## config.mk

```make
export PLATFORM = sky130hd
export DESIGN_NAME = i2c_txn_arbiter
export DESIGN_NICKNAME = d
export VERILOG_FILES = /design/src/rtl/i2c_txn_arbiter.sv
export SDC_FILE = /design/constraint.sdc
export NUM_CORES = 1
export LEC_CHECK = 0
export ABC_AREA = 1
export CAP_MARGIN = 20
export CORE_AREA = 2 2 103 105
export DETAILED_ROUTE_END_ITERATION = 7
export DIE_AREA = 0 0 105 107
export PLACE_DENSITY = 0.67
export SKIP_CTS_REPAIR_TIMING = 1
export SYNTH_ARGS = -nofsm -noshare
export SYNTH_HDL_FRONTEND = slang
export SYNTH_SLANG_ARGS = --single-unit
```

## constraint.sdc

```tcl
create_clock -name clk_i -period 2.5 [get_ports clk_i]
set_input_delay 0.375 -clock clk_i [delete_from_list [all_inputs] [get_ports clk_i]]
set_output_delay 0.375 -clock clk_i [all_outputs]
set_load 0.1 [all_outputs]
```

## src/rtl/i2c_txn_arbiter.sv

```systemverilog
`default_nettype none
// ============================================================================
// Module      : i2c_txn_arbiter
// Description : Two-requester I2C register transaction sequencer. Arbitrates
//               between two requesters, then drives a byte-level I2C engine
//               through a register write or random-read sequence, with
//               per-command response timeout and NACK handling.
// Revision    : 1.0 - initial release
// ============================================================================
module i2c_txn_arbiter #(
  parameter int TIMEOUT_CYCLES = 4096,
  parameter bit RR_EN          = 1'b1
) (
  input  logic        clk_i,
  input  logic        rst_ni,
  input  logic [1:0]  req_i,
  input  logic [1:0]  req_rw_i,
  input  logic [13:0] req_dev_i,
  input  logic [15:0] req_reg_i,
  input  logic [15:0] req_wdata_i,
  output logic [1:0]  gnt_o,
  output logic [1:0]  done_o,
  output logic [1:0]  err_o,
  output logic [7:0]  rdata_o,
  output logic        cmd_valid_o,
  input  logic        cmd_ready_i,
  output logic [1:0]  cmd_op_o,
  output logic [7:0]  cmd_data_o,
  output logic        cmd_nack_o,
  input  logic        rsp_valid_i,
  input  logic        rsp_ack_i,
  input  logic [7:0]  rsp_data_i
);

  localparam int              c_TW       = $clog2(TIMEOUT_CYCLES + 1);
  localparam logic [c_TW-1:0] c_TMO      = c_TW'(TIMEOUT_CYCLES);
  localparam logic [c_TW-1:0] c_TMO_ONE  = c_TW'(1);
  localparam logic [1:0]      c_OP_START = 2'd0;
  localparam logic [1:0]      c_OP_WRITE = 2'd1;
  localparam logic [1:0]      c_OP_READ  = 2'd2;
  localparam logic [1:0]      c_OP_STOP  = 2'd3;

  typedef enum logic [3:0] {
    S_IDLE   = 4'd0,
    S_START  = 4'd1,
    S_DEVW   = 4'd2,
    S_REG    = 4'd3,
    S_WDATA  = 4'd4,
    S_RSTART = 4'd5,
    S_DEVR   = 4'd6,
    S_RDATA  = 4'd7,
    S_STOP   = 4'd8,
    S_DONE   = 4'd9
  } state_t;

  state_t          r_state;
  state_t          w_next;

  logic [1:0]      r_gnt;
  logic            r_sel;      // index of the granted requester
  logic            r_prio;     // requester favoured on a tie
  logic            r_rw;
  logic [6:0]      r_dev;
  logic [7:0]      r_reg;
  logic [7:0]      r_wdata;
  logic            r_err;
  logic            r_issued;   // command handshaken, response outstanding
  logic [c_TW-1:0] r_tmo;
  logic [7:0]      r_rdata;

  logic            w_pick;
  logic            w_in_cmd;
  logic            w_rsp;
  logic [c_TW-1:0] w_tmo_inc;
  logic            w_tmo_hit;
  logic            w_wr_nack;
  logic            w_hs;

  // A lone requester always wins; a tie goes to the favoured one (or 0).
  assign w_pick = (req_i == 2'b11) ? (RR_EN ? r_prio : 1'b0) : req_i[1];

  // Responses only count while a command is outstanding; a response in the
  // terminal-count cycle wins over the timeout.
  assign w_rsp     = r_issued & rsp_valid_i;
  assign w_tmo_inc = r_tmo + c_TMO_ONE;
  assign w_tmo_hit = r_issued & ~rsp_valid_i & (w_tmo_inc == c_TMO);
  assign w_wr_nack = w_rsp & (cmd_op_o == c_OP_WRITE) & ~rsp_ack_i;
  assign w_hs      = cmd_valid_o & cmd_ready_i;

  assign gnt_o   = r_gnt;
  assign done_o  = (r_state == S_DONE) ? r_gnt : 2'b00;
  assign err_o   = ((r_state == S_DONE) && r_err) ? r_gnt : 2'b00;
  assign rdata_o = r_rdata;

  // State register.
  always_ff @(posedge clk_i or negedge rst_ni) begin
    if (!rst_ni) r_state <= S_IDLE;
    else         r_state <= w_next;
  end

  // Next-state sequencing and per-state byte-engine command.
  always_comb begin
    w_next     = r_state;
    w_in_cmd   = 1'b1;
    cmd_op_o   = c_OP_START;
    cmd_data_o = 8'h00;
    cmd_nack_o = 1'b0;
    case (r_state)
      S_IDLE: begin
        w_in_cmd = 1'b0;
        if (|req_i) w_next = S_START;
      end
      S_START: begin
        if (w_rsp) w_next = S_DEVW;
      end
      S_DEVW: begin
        cmd_op_o   = c_OP_WRITE;
        cmd_data_o = {r_dev, 1'b0};
        if (w_rsp) w_next = rsp_ack_i ? S_REG : S_STOP;
      end
      S_REG: begin
        cmd_op_o   = c_OP_WRITE;
        cmd_data_o = r_reg;
        if (w_rsp) w_next = !rsp_ack_i ? S_STOP : (r_rw ? S_RSTART : S_WDATA);
      end
      S_WDATA: begin
        cmd_op_o   = c_OP_WRITE;
        cmd_data_o = r_wdata;
        if (w_rsp) w_next = S_STOP;
      end
      S_RSTART: begin
        if (w_rsp) w_next = S_DEVR;
      end
      S_DEVR: begin
        cmd_op_o   = c_OP_WRITE;
        cmd_data_o = {r_dev, 1'b1};
        if (w_rsp) w_next = rsp_ack_i ? S_RDATA : S_STOP;
      end
      S_RDATA: begin
        cmd_op_o   = c_OP_READ;
        cmd_nack_o = 1'b1;
        if (w_rsp) w_next = S_STOP;
      end
      S_STOP: begin
        cmd_op_o = c_OP_STOP;
        if (w_rsp) w_next = S_DONE;
      end
      S_DONE: begin
        w_in_cmd = 1'b0;
        w_next   = S_IDLE;
      end
      default: begin
        w_in_cmd = 1'b0;
        w_next   = S_IDLE;
      end
    endcase
    // A stalled STOP cannot be retried with another STOP, so finish instead.
    if (w_tmo_hit) w_next = (r_state == S_STOP) ? S_DONE : S_STOP;
    cmd_valid_o = w_in_cmd & ~r_issued;
  end

  // Outstanding-command flag and response timeout counter.
  always_ff @(posedge clk_i or negedge rst_ni) begin
    if (!rst_ni) begin
      r_issued <= 1'b0;
      r_tmo    <= '0;
    end else if (w_hs) begin
      r_issued <= 1'b1;
      r_tmo    <= '0;
    end else if (w_next != r_state) begin
      r_issued <= 1'b0;
      r_tmo    <= '0;
    end else if (r_issued) begin
      r_tmo    <= w_tmo_inc;
    end
  end

  // Grant, latched request fields, sticky error and round-robin pointer.
  always_ff @(posedge clk_i or negedge rst_ni) begin
    if (!rst_ni) begin
      r_gnt   <= 2'b00;
      r_sel   <= 1'b0;
      r_prio  <= 1'b0;
      r_rw    <= 1'b0;
      r_dev   <= 7'h00;
      r_reg   <= 8'h00;
      r_wdata <= 8'h00;
      r_err   <= 1'b0;
    end else if ((r_state == S_IDLE) && (|req_i)) begin
      r_gnt   <= w_pick ? 2'b10 : 2'b01;
      r_sel   <= w_pick;
      r_rw    <= req_rw_i[w_pick];
      r_dev   <= w_pick ? req_dev_i[13:7]    : req_dev_i[6:0];
      r_reg   <= w_pick ? req_reg_i[15:8]    : req_reg_i[7:0];
      r_wdata <= w_pick ? req_wdata_i[15:8]  : req_wdata_i[7:0];
    end else if (r_state == S_DONE) begin
      r_gnt   <= 2'b00;
      r_err   <= 1'b0;
      r_prio  <= ~r_sel;
    end else if (w_tmo_hit || w_wr_nack) begin
      r_err   <= 1'b1;
    end
  end

  // Read byte capture; held until the next read completes.
  always_ff @(posedge clk_i or negedge rst_ni) begin
    if (!rst_ni)                          r_rdata <= 8'h00;
    else if ((r_state == S_RDATA) && w_rsp) r_rdata <= rsp_data_i;
  end

endmodule
`default_nettype wire

```

==> run metrics, run 1 <==
status=completed; Fill cells=approximately 1000; CTS Buffer Depth=2; clock period minus worst slack=approximately 2.3 ns; initial core utilization=between 30% and 40%; placed insts=671; WL final=10100 um; CP cell instances=inv_1 -> nor2_1 -> inv_1 -> nor3_1 -> inv_1 -> nor3_2 -> buf_12; gr usage total=about 18%; Crit. End Element=output pin; Leak Pwr=2.28 nW; Worst path max stage delay=between 0.4 and 0.5 ns; Die Height=between 100 and 150 um; Core Box Area=0.0101 mm2; startpoint types=flop; initial antenna violation count=0; HPWL after detailed placement=7200 um; GP Congestion=around 1.0; Final Cell Area=between 0.004 and 0.005 mm2; CP Buf/Inv Count=4; max reg flops=13; max-slew violations=0; vias per cell=roughly 5.4; DRC Markers=0; Synth Instances=roughly 460; Met1 Wirelength=about 4200 um; most common cell after layout, fill and taps aside=nand2_1; Unique masters post-synth=34; FP Rows=37; post-route insts no fill=around 690; Clock Root Buffer=clkbuf_8; # diodes=0; Ys Warns=0; CP dominant cell by count=inv_1; layout cells sized above 1=around a fifth; nets@finish=slightly above 600; met3 WL=a little over 700 um; period utilization=about 93%; Die Width=105 um; CTS Buf Count=5; RSZ-0062 raised after global routing=false; CP delay by family, top=buffers and inverters; Fin Hold WS=roughly 0.12 ns; TritonCTS clock tree=yes; num ports=89; Critical Path Slowest Stage Cell=dfrtp_2; commonest cells after routing, fill and taps aside=116 x nand2_1, 72 x nand3_1, 61 x clkdlybuf4s50_1; drt first pass iters=5; final setup violation count=0; first-pass GRT wire length=between 15000 and 20000 um; largest net degree at the start of global routing=32; final hold vios=0; Hold Crit Class=in2async; CP Class=reg2out; worst endpoint required time=around 2.1 ns; Sinks on Clock Net=55; Max Cap Violations=0; grt ovf=0; Post-DP Area=between 0.004 and 0.005 mm2; critical path arrival=1.96 ns; syn nets=~520; Netlist Area Pre-Place=approximately 0.0035 mm2; DR top layer=met4; f_max=428 MHz; Worst Tran Pin Value=around 0.73 ns; CTS H-Tree Depth=2; drt initial violations=~400; relative slew slack=between 50% and 60%; sequential area share after synthesis=39.5%; Fin Setup TNS=0 ns; vias in the first global route=approximately 3500; die area=approximately 0.011 mm2; Clock transition at path regs=approximately 0.090 ns; final core occ=just under 50%; register bank with the most flops=r_tmo; drt wl/cell=between 10 and 15 um; Port Buffers=about 90; latest clock arrival within the worst-skew pair=0.30 ns; Area Growth Syn to Fin=39.8%; register bit total from synthesis=55; Clock Skew=between 0.004 and 0.005 ns; antenna viol nets, final=0; DR vias=~3700; average cell area after synthesis=between 7 and 8 um2; DR WL met2=4920 um; Pwr per Cell Area=~1200 mW/mm2; CP max FO=9; Worst VDD drop=0.550 mV
routing by layer:
| metal | GRT usage, % | vias to the layer above |
|---|---|---|
| met3 | 3.53 | 26 |
| met5 | 0 | - |
| li1 | - | 1757 |
| met1 | 23.3 | 1762 |
| met4 | 6.29 | 0 |
| met2 | 28.9 | 169 |
worst register-to-register path, stage by stage (launching register included):
cell and delay [ns]:
dfrtp_1 0.39, ha_1 0.23, or2_2 0.31, nand2_1 0.08
nand2_1 0.05, nor2_1 0.08, nand2_1 0.09, nor2_4 0.13
nand3_4 0.12, nand3_1 0.13, nand2_2 0.19, nor2_4 0.28
nand4_1 0.11, nand2_1 0.08
final timing paths:
| kind | startpoint | to | slack (ns) | cells after the start |
|---|---|---|---|---|
| max in group asynchronous | rst_ni | r_state[0]$_DFF_PN0_ | 1.78 | 2 |
| max | r_state[0]$_DFF_PN0_ | err_o[1] | 0.16 | 7 |
| min reg2reg | r_sel$_DFFE_PN0P_ | r_sel$_DFFE_PN0P_ | 0.47 | 2 |
| min in group clk_i | r_sel$_DFFE_PN0P_ | r_sel$_DFFE_PN0P_ | 0.47 | 2 |
| max reg2reg | r_tmo[0]$_DFFE_PN0P_ | r_tmo[9]$_DFFE_PN0P_ | 0.19 | 13 |
| min | rst_ni | gnt_o[0]$_DFFE_PN0P_ | 0.12 | 1 |
power by group:
part           switching (mW)  leakage, nW  total, mW  internal [mW]
clock network           0.278       0.0470      0.496          0.218
registers               0.218        0.712       1.42           1.21
logic                    2.84         1.52       4.13           1.29
cells in the mapped netlist:
| master | count | area, um2 |
|---|---|---|
| clkbuf_1 | 14 | 52.6 |
| xor2_1 | 1 | 8.76 |
| buf_2 | 4 | 20.0 |
| buf_4 | 2 | 15.0 |
| o21bai_1 | 2 | 15.0 |
| nor2_2 | 6 | 37.5 |
| o22ai_1 | 4 | 25.0 |
| inv_2 | 1 | 3.75 |
| nor3_1 | 4 | 20.0 |
| and3_1 | 1 | 6.26 |
| nor2_1 | 18 | 67.6 |
| o21bai_2 | 1 | 11.3 |
| nand2_4 | 1 | 11.3 |
| nand2_1 | 119 | 447 |
| o2111ai_1 | 2 | 17.5 |
| nand3_1 | 72 | 360 |
| nand3_2 | 2 | 20.0 |
| nand2_2 | 10 | 62.6 |
| a21oi_1 | 4 | 20.0 |
| o211ai_1 | 3 | 22.5 |
| nand3_4 | 1 | 17.5 |
| nor3b_1 | 1 | 7.51 |
| a31oi_1 | 2 | 12.5 |
| ha_1 | 2 | 25.0 |
| mux2_2 | 8 | 90.1 |
| buf_6 | 5 | 56.3 |
| o31ai_1 | 1 | 7.51 |
| o21ai_0 | 6 | 30.0 |
| dfrtp_1 | 55 | 1380 |
| or2_2 | 3 | 18.8 |
| nand4_1 | 55 | 344 |
| inv_1 | 38 | 143 |
| nor2_4 | 8 | 90.1 |
| nor2_8 | 1 | 20.0 |
cells by family after synthesis:
| kind of cell | share of synthesized area, % |
|---|---|
| AND/OR/NAND/NOR | 43.9 |
| buffers and inverters | 8.34 |
| flip-flops | 39.5 |
| AO/OA/AOI/OAI | 4.64 |
| multiplexers | 2.59 |
| adder cells (fa/ha/maj) | 0.719 |
| XOR/XNOR | 0.252 |
final cells by class:
class,count,area [um2],area share [%]
Clock buffer,6,82.6,1.70
Clock inverter,1,5.00,0.103
Inverter,39,146,3.01
Multi-Input combinational cell,342,1920,39.4
Sequential cell,55,1380,28.3
Tap cell,136,170,3.50
Timing Repair Buffer,107,1170,24.0
per-stage QoR:
| step | setup WS, ns | power [mW] |
|---|---|---|
| final | 0.163 | 6.05 |
| after floorplan | -0.228 | 4.25 |
| after global placement | 0.0424 | 5.11 |
| after detailed placement | -0.0673 | 5.16 |
| after global routing | 0.00648 | 6.42 |
| after CTS | -0.0185 | 5.67 |
Power figures use the tool's default switching activity.
==> run 2, diff against run 1 <==
--- a/config.mk
+++ b/config.mk
@@ -5,11 +5,11 @@
 export SDC_FILE = /design/constraint.sdc
 export NUM_CORES = 1
 export LEC_CHECK = 0
-export ABC_AREA = 1
+export ABC_AREA = 0
 export CAP_MARGIN = 20
-export CORE_AREA = 2 2 103 105
+export CORE_AREA = 2 2 89 112
 export DETAILED_ROUTE_END_ITERATION = 7
-export DIE_AREA = 0 0 105 107
+export DIE_AREA = 0 0 91 114
 export PLACE_DENSITY = 0.67
 export SKIP_CTS_REPAIR_TIMING = 1
 export SYNTH_ARGS = -nofsm -noshare
==> run 2 against run 1 <==
The flow now finishes with violations (setup timing). Sequential share of layout area fell by 0.25 points. Clock skew rose by 0.0039 ns. Clock-buffer cell count rose by 1. Fmax fell by 6.6%. Via count fell by 20%. Critical endpoint is now r_tmo[8]$_DFFE_PN0P_. Largest cell class unchanged.
==> run metrics, run 2 <==
TritonCTS clock tree=yes; DRC Markers=0 (unchanged); Worst VDD drop=0.770 mV (+40%); Core Box Area=0.00941 mm2 (-6.8%); num ports=89 (unchanged); Critical Path Slowest Stage Cell=dfrtp_2; register bit total from synthesis=55 (unchanged); max-slew violations=0 (unchanged); Pwr per Cell Area=1310 mW/mm2 (+5.2%); Ys Warns=0 (unchanged); relative slew slack=58.4% (+7.3 points); layout cells sized above 1=34.2% (+13 points); first-pass GRT wire length=13900 um (-14%); drt initial violations=257 (-34%); Worst path max stage delay=0.46 ns (about the same); setup slack after layout=-0.00288 ns (-0.166 ns); Clock Root Buffer=clkbuf_16; Sinks on Clock Net=55 (unchanged); startpoint types=flop; RSZ-0062 raised after global routing=true; CP Buf/Inv Count=2 (-2); Netlist Area Pre-Place=0.00316 mm2 (-9.1%); Die Height=114 um (+6.5%); Hold Crit Class=in2async; sequential area share after synthesis=43.5% (+4.0 points); f_max=400 MHz (-6.6%); Met1 Wirelength=3560 um (-15%); top cells by count, synth=55 x dfrtp_1, 36 x inv_1, 31 x a222oi_1; vias in the first global route=2849 (-18%); antenna viol nets, final=0 (unchanged); initial core utilization=33.6% (-0.87 points); WL final=8830 um (-13%); asr flop ratio synth=100% (unchanged); Unique masters post-synth=61 (+79%); Area Growth Syn to Fin=56.0%; ranking of synthesized cells by area=dfrtp_1 43%, a222oi_1 9.8%, inv_1 4.3%, nor3_2 4.1%, mux2_2 2.8%; grt ovf=0 (unchanged); vias per cell=5.39 (-0.49%); die area=0.0104 mm2 (-7.7%); Die Width=91 um (-13%); register bank with the most flops=r_tmo; drt wl/cell=16.0 um (+9.0%); Final Cell Area=0.00494 mm2 (+1.4%); nets@finish=488 (-21%); most common cell after layout, fill and taps aside=clkdlybuf4s50_1; gr usage total=16.7% (-0.94 points); Max Cap Violations=0 (unchanged); period utilization=100% (+6.6 points); DR WL met2=4700 um (-4.5%); syn nets=377 (-28%); clock period minus worst slack=2.50 ns (+0.166 ns); final core occ=52.5% (+4.2 points); commonest cells after routing, fill and taps aside=61 x clkdlybuf4s50_1, 48 x dfrtp_1, 39 x buf_4; CTS Buffer Depth=2 (unchanged); status=finished with violations; drt first pass iters=7 (+2); cell accounting for the most synthesized area=dfrtp_1; DR vias=2963 (-20%); met3 WL=445 um (-38%); Synth top area share=43.5% (+4.0 points); PnR Total Power=6.46 mW (+6.7%); EDFF count, synth=0 (unchanged); CP Class=reg2reg; count leader, synth=dfrtp_1; Port Buffers=88 (unchanged); HPWL after detailed placement=6500 um (-9.6%); Post-DP Area=0.00450 mm2 (-3.8%); CP delay by family, top=simple AND/OR/NAND/NOR gates; Clock transition at path regs=0.07 ns (-0.02 ns); final setup violation count=3 (+3); FP Rows=40 (+8.1%); GP Congestion=0.952 (-5.2%); initial antenna violation count=0 (unchanged); latest clock arrival within the worst-skew pair=0.29 ns (about the same); Worst Tran Pin Value=0.625 ns (-0.109 ns); CTS Buf Count=5 (unchanged); CTS H-Tree Depth=2 (unchanged); Fin Hold WS=0.0171 ns (-0.106 ns); Crit. End Element=flop; average cell area after synthesis=10.1 um2 (+33%); critical path arrival=2.72 ns (+0.76 ns); violated checks=setup timing; CP cell instances=ha_4 -> nand3_1 -> xor2_2 -> buf_4 -> o2111ai_2 -> nor4b_4 -> a31o_1 -> o221ai_4 -> clkbuf_16 -> nor3_2; CP max FO=5 (-4); Clock Skew=0.00811 ns (+0.00387 ns); max reg flops=13 (unchanged); Synth Instances=312 (-32%); # diodes=0 (unchanged); Leak Pwr=2.18 nW (-4.4%); final hold vios=0 (unchanged); largest net degree at the start of global routing=38 (+19%); worst slack, placed=-0.0260 ns (+0.0413 ns); DR top layer=met4; worst endpoint required time=2.72 ns (+0.60 ns); top_reg_cell synth=dfrtp_1
-- run 2: cell types whose count changed in the layout (fill, tap and decap cells not counted), sizes merged, moves of 22 or more --
cell / change
nand3: -67
nand2: -112
a222oi: +31
nand4: -53
nor2: -22
-- run 2: area by class of cell --
cell class / count / area [um2]
Timing Repair Buffer: 124 / 1350
Fill cell: 894 / 4470
Clock buffer: 7 / 143
Sequential cell: 55 / 1390
Inverter: 37 / 139
Multi-Input combinational cell: 200 / 1760
Clock inverter: 1 / 8.76
Tap cell: 126 / 158
-- run 2: kinds of logic after synthesis --
| group | synth area share (%) |
|---|---|
| AND/OR/NAND/NOR | 18.9 |
| AO/OA/AOI/OAI | 22.1 |
| buffers and inverters | 7.95 |
| flip-flops | 43.5 |
| XOR/XNOR | 3.28 |
| multiplexers | 3.48 |
| adder cells (fa/ha/maj) | 0.791 |
-- run 2: metrics by stage --
stage | TNS [ns] | instances
floorplan | 0 | 312
global placement | 0 | 535
detailed placement | -0.129 | 535
CTS | -1.50 | 543
global route | -1.44 | 550
finish | -0.00565 | 550
-- run 2: path summary, 6_finish.rpt --
| kind | startpoint | to | slack (ns) | cells past startpoint |
|---|---|---|---|---|
| worst max-delay path | r_tmo[0]$_DFFE_PN0P_ | r_tmo[8]$_DFFE_PN0P_ | -0.003 | 10 |
| worst min-delay path | rst_ni | rdata_o[6]$_DFFE_PN0P_ | 0.02 | 1 |
| worst max register to register | r_tmo[0]$_DFFE_PN0P_ | r_tmo[8]$_DFFE_PN0P_ | -0.003 | 10 |
| worst min register to register | r_sel$_DFFE_PN0P_ | r_prio$_DFFE_PN0P_ | 0.44 | 1 |
| max in group asynchronous | rst_ni | r_state[0]$_DFF_PN0_ | 1.93 | 2 |
| min in group clk_i | r_sel$_DFFE_PN0P_ | r_prio$_DFFE_PN0P_ | 0.44 | 1 |
-- run 2: worst reg2reg max path, stage by stage (launching register included) --
cell and delay [ns]:
dfrtp_2 0.46, ha_4 0.20, nand3_1 0.11, xor2_2 0.16, buf_4 0.14, o2111ai_2 0.14
nor4b_4 0.39, a31o_1 0.26, o221ai_4 0.19, clkbuf_16 0.21, nor3_2 0.16
-- run 2: layer usage --
layer / global-route usage, % / vias to the layer above
met2: 29.7 / 96
li1: - / 1391
met4: 5.56 / 0
met3: 2.97 / 11
met1: 20.6 / 1465
met5: 0 / -
-- run 2: power breakdown --
| part | switching [mW] | internal [mW] | total, mW |
|---|---|---|---|
| registers | 0.275 | 1.23 | 1.51 |
| clock network | 0.310 | 0.401 | 0.712 |
| logic | 2.66 | 1.58 | 4.24 |
| total | 3.24 | 3.22 | 6.46 |
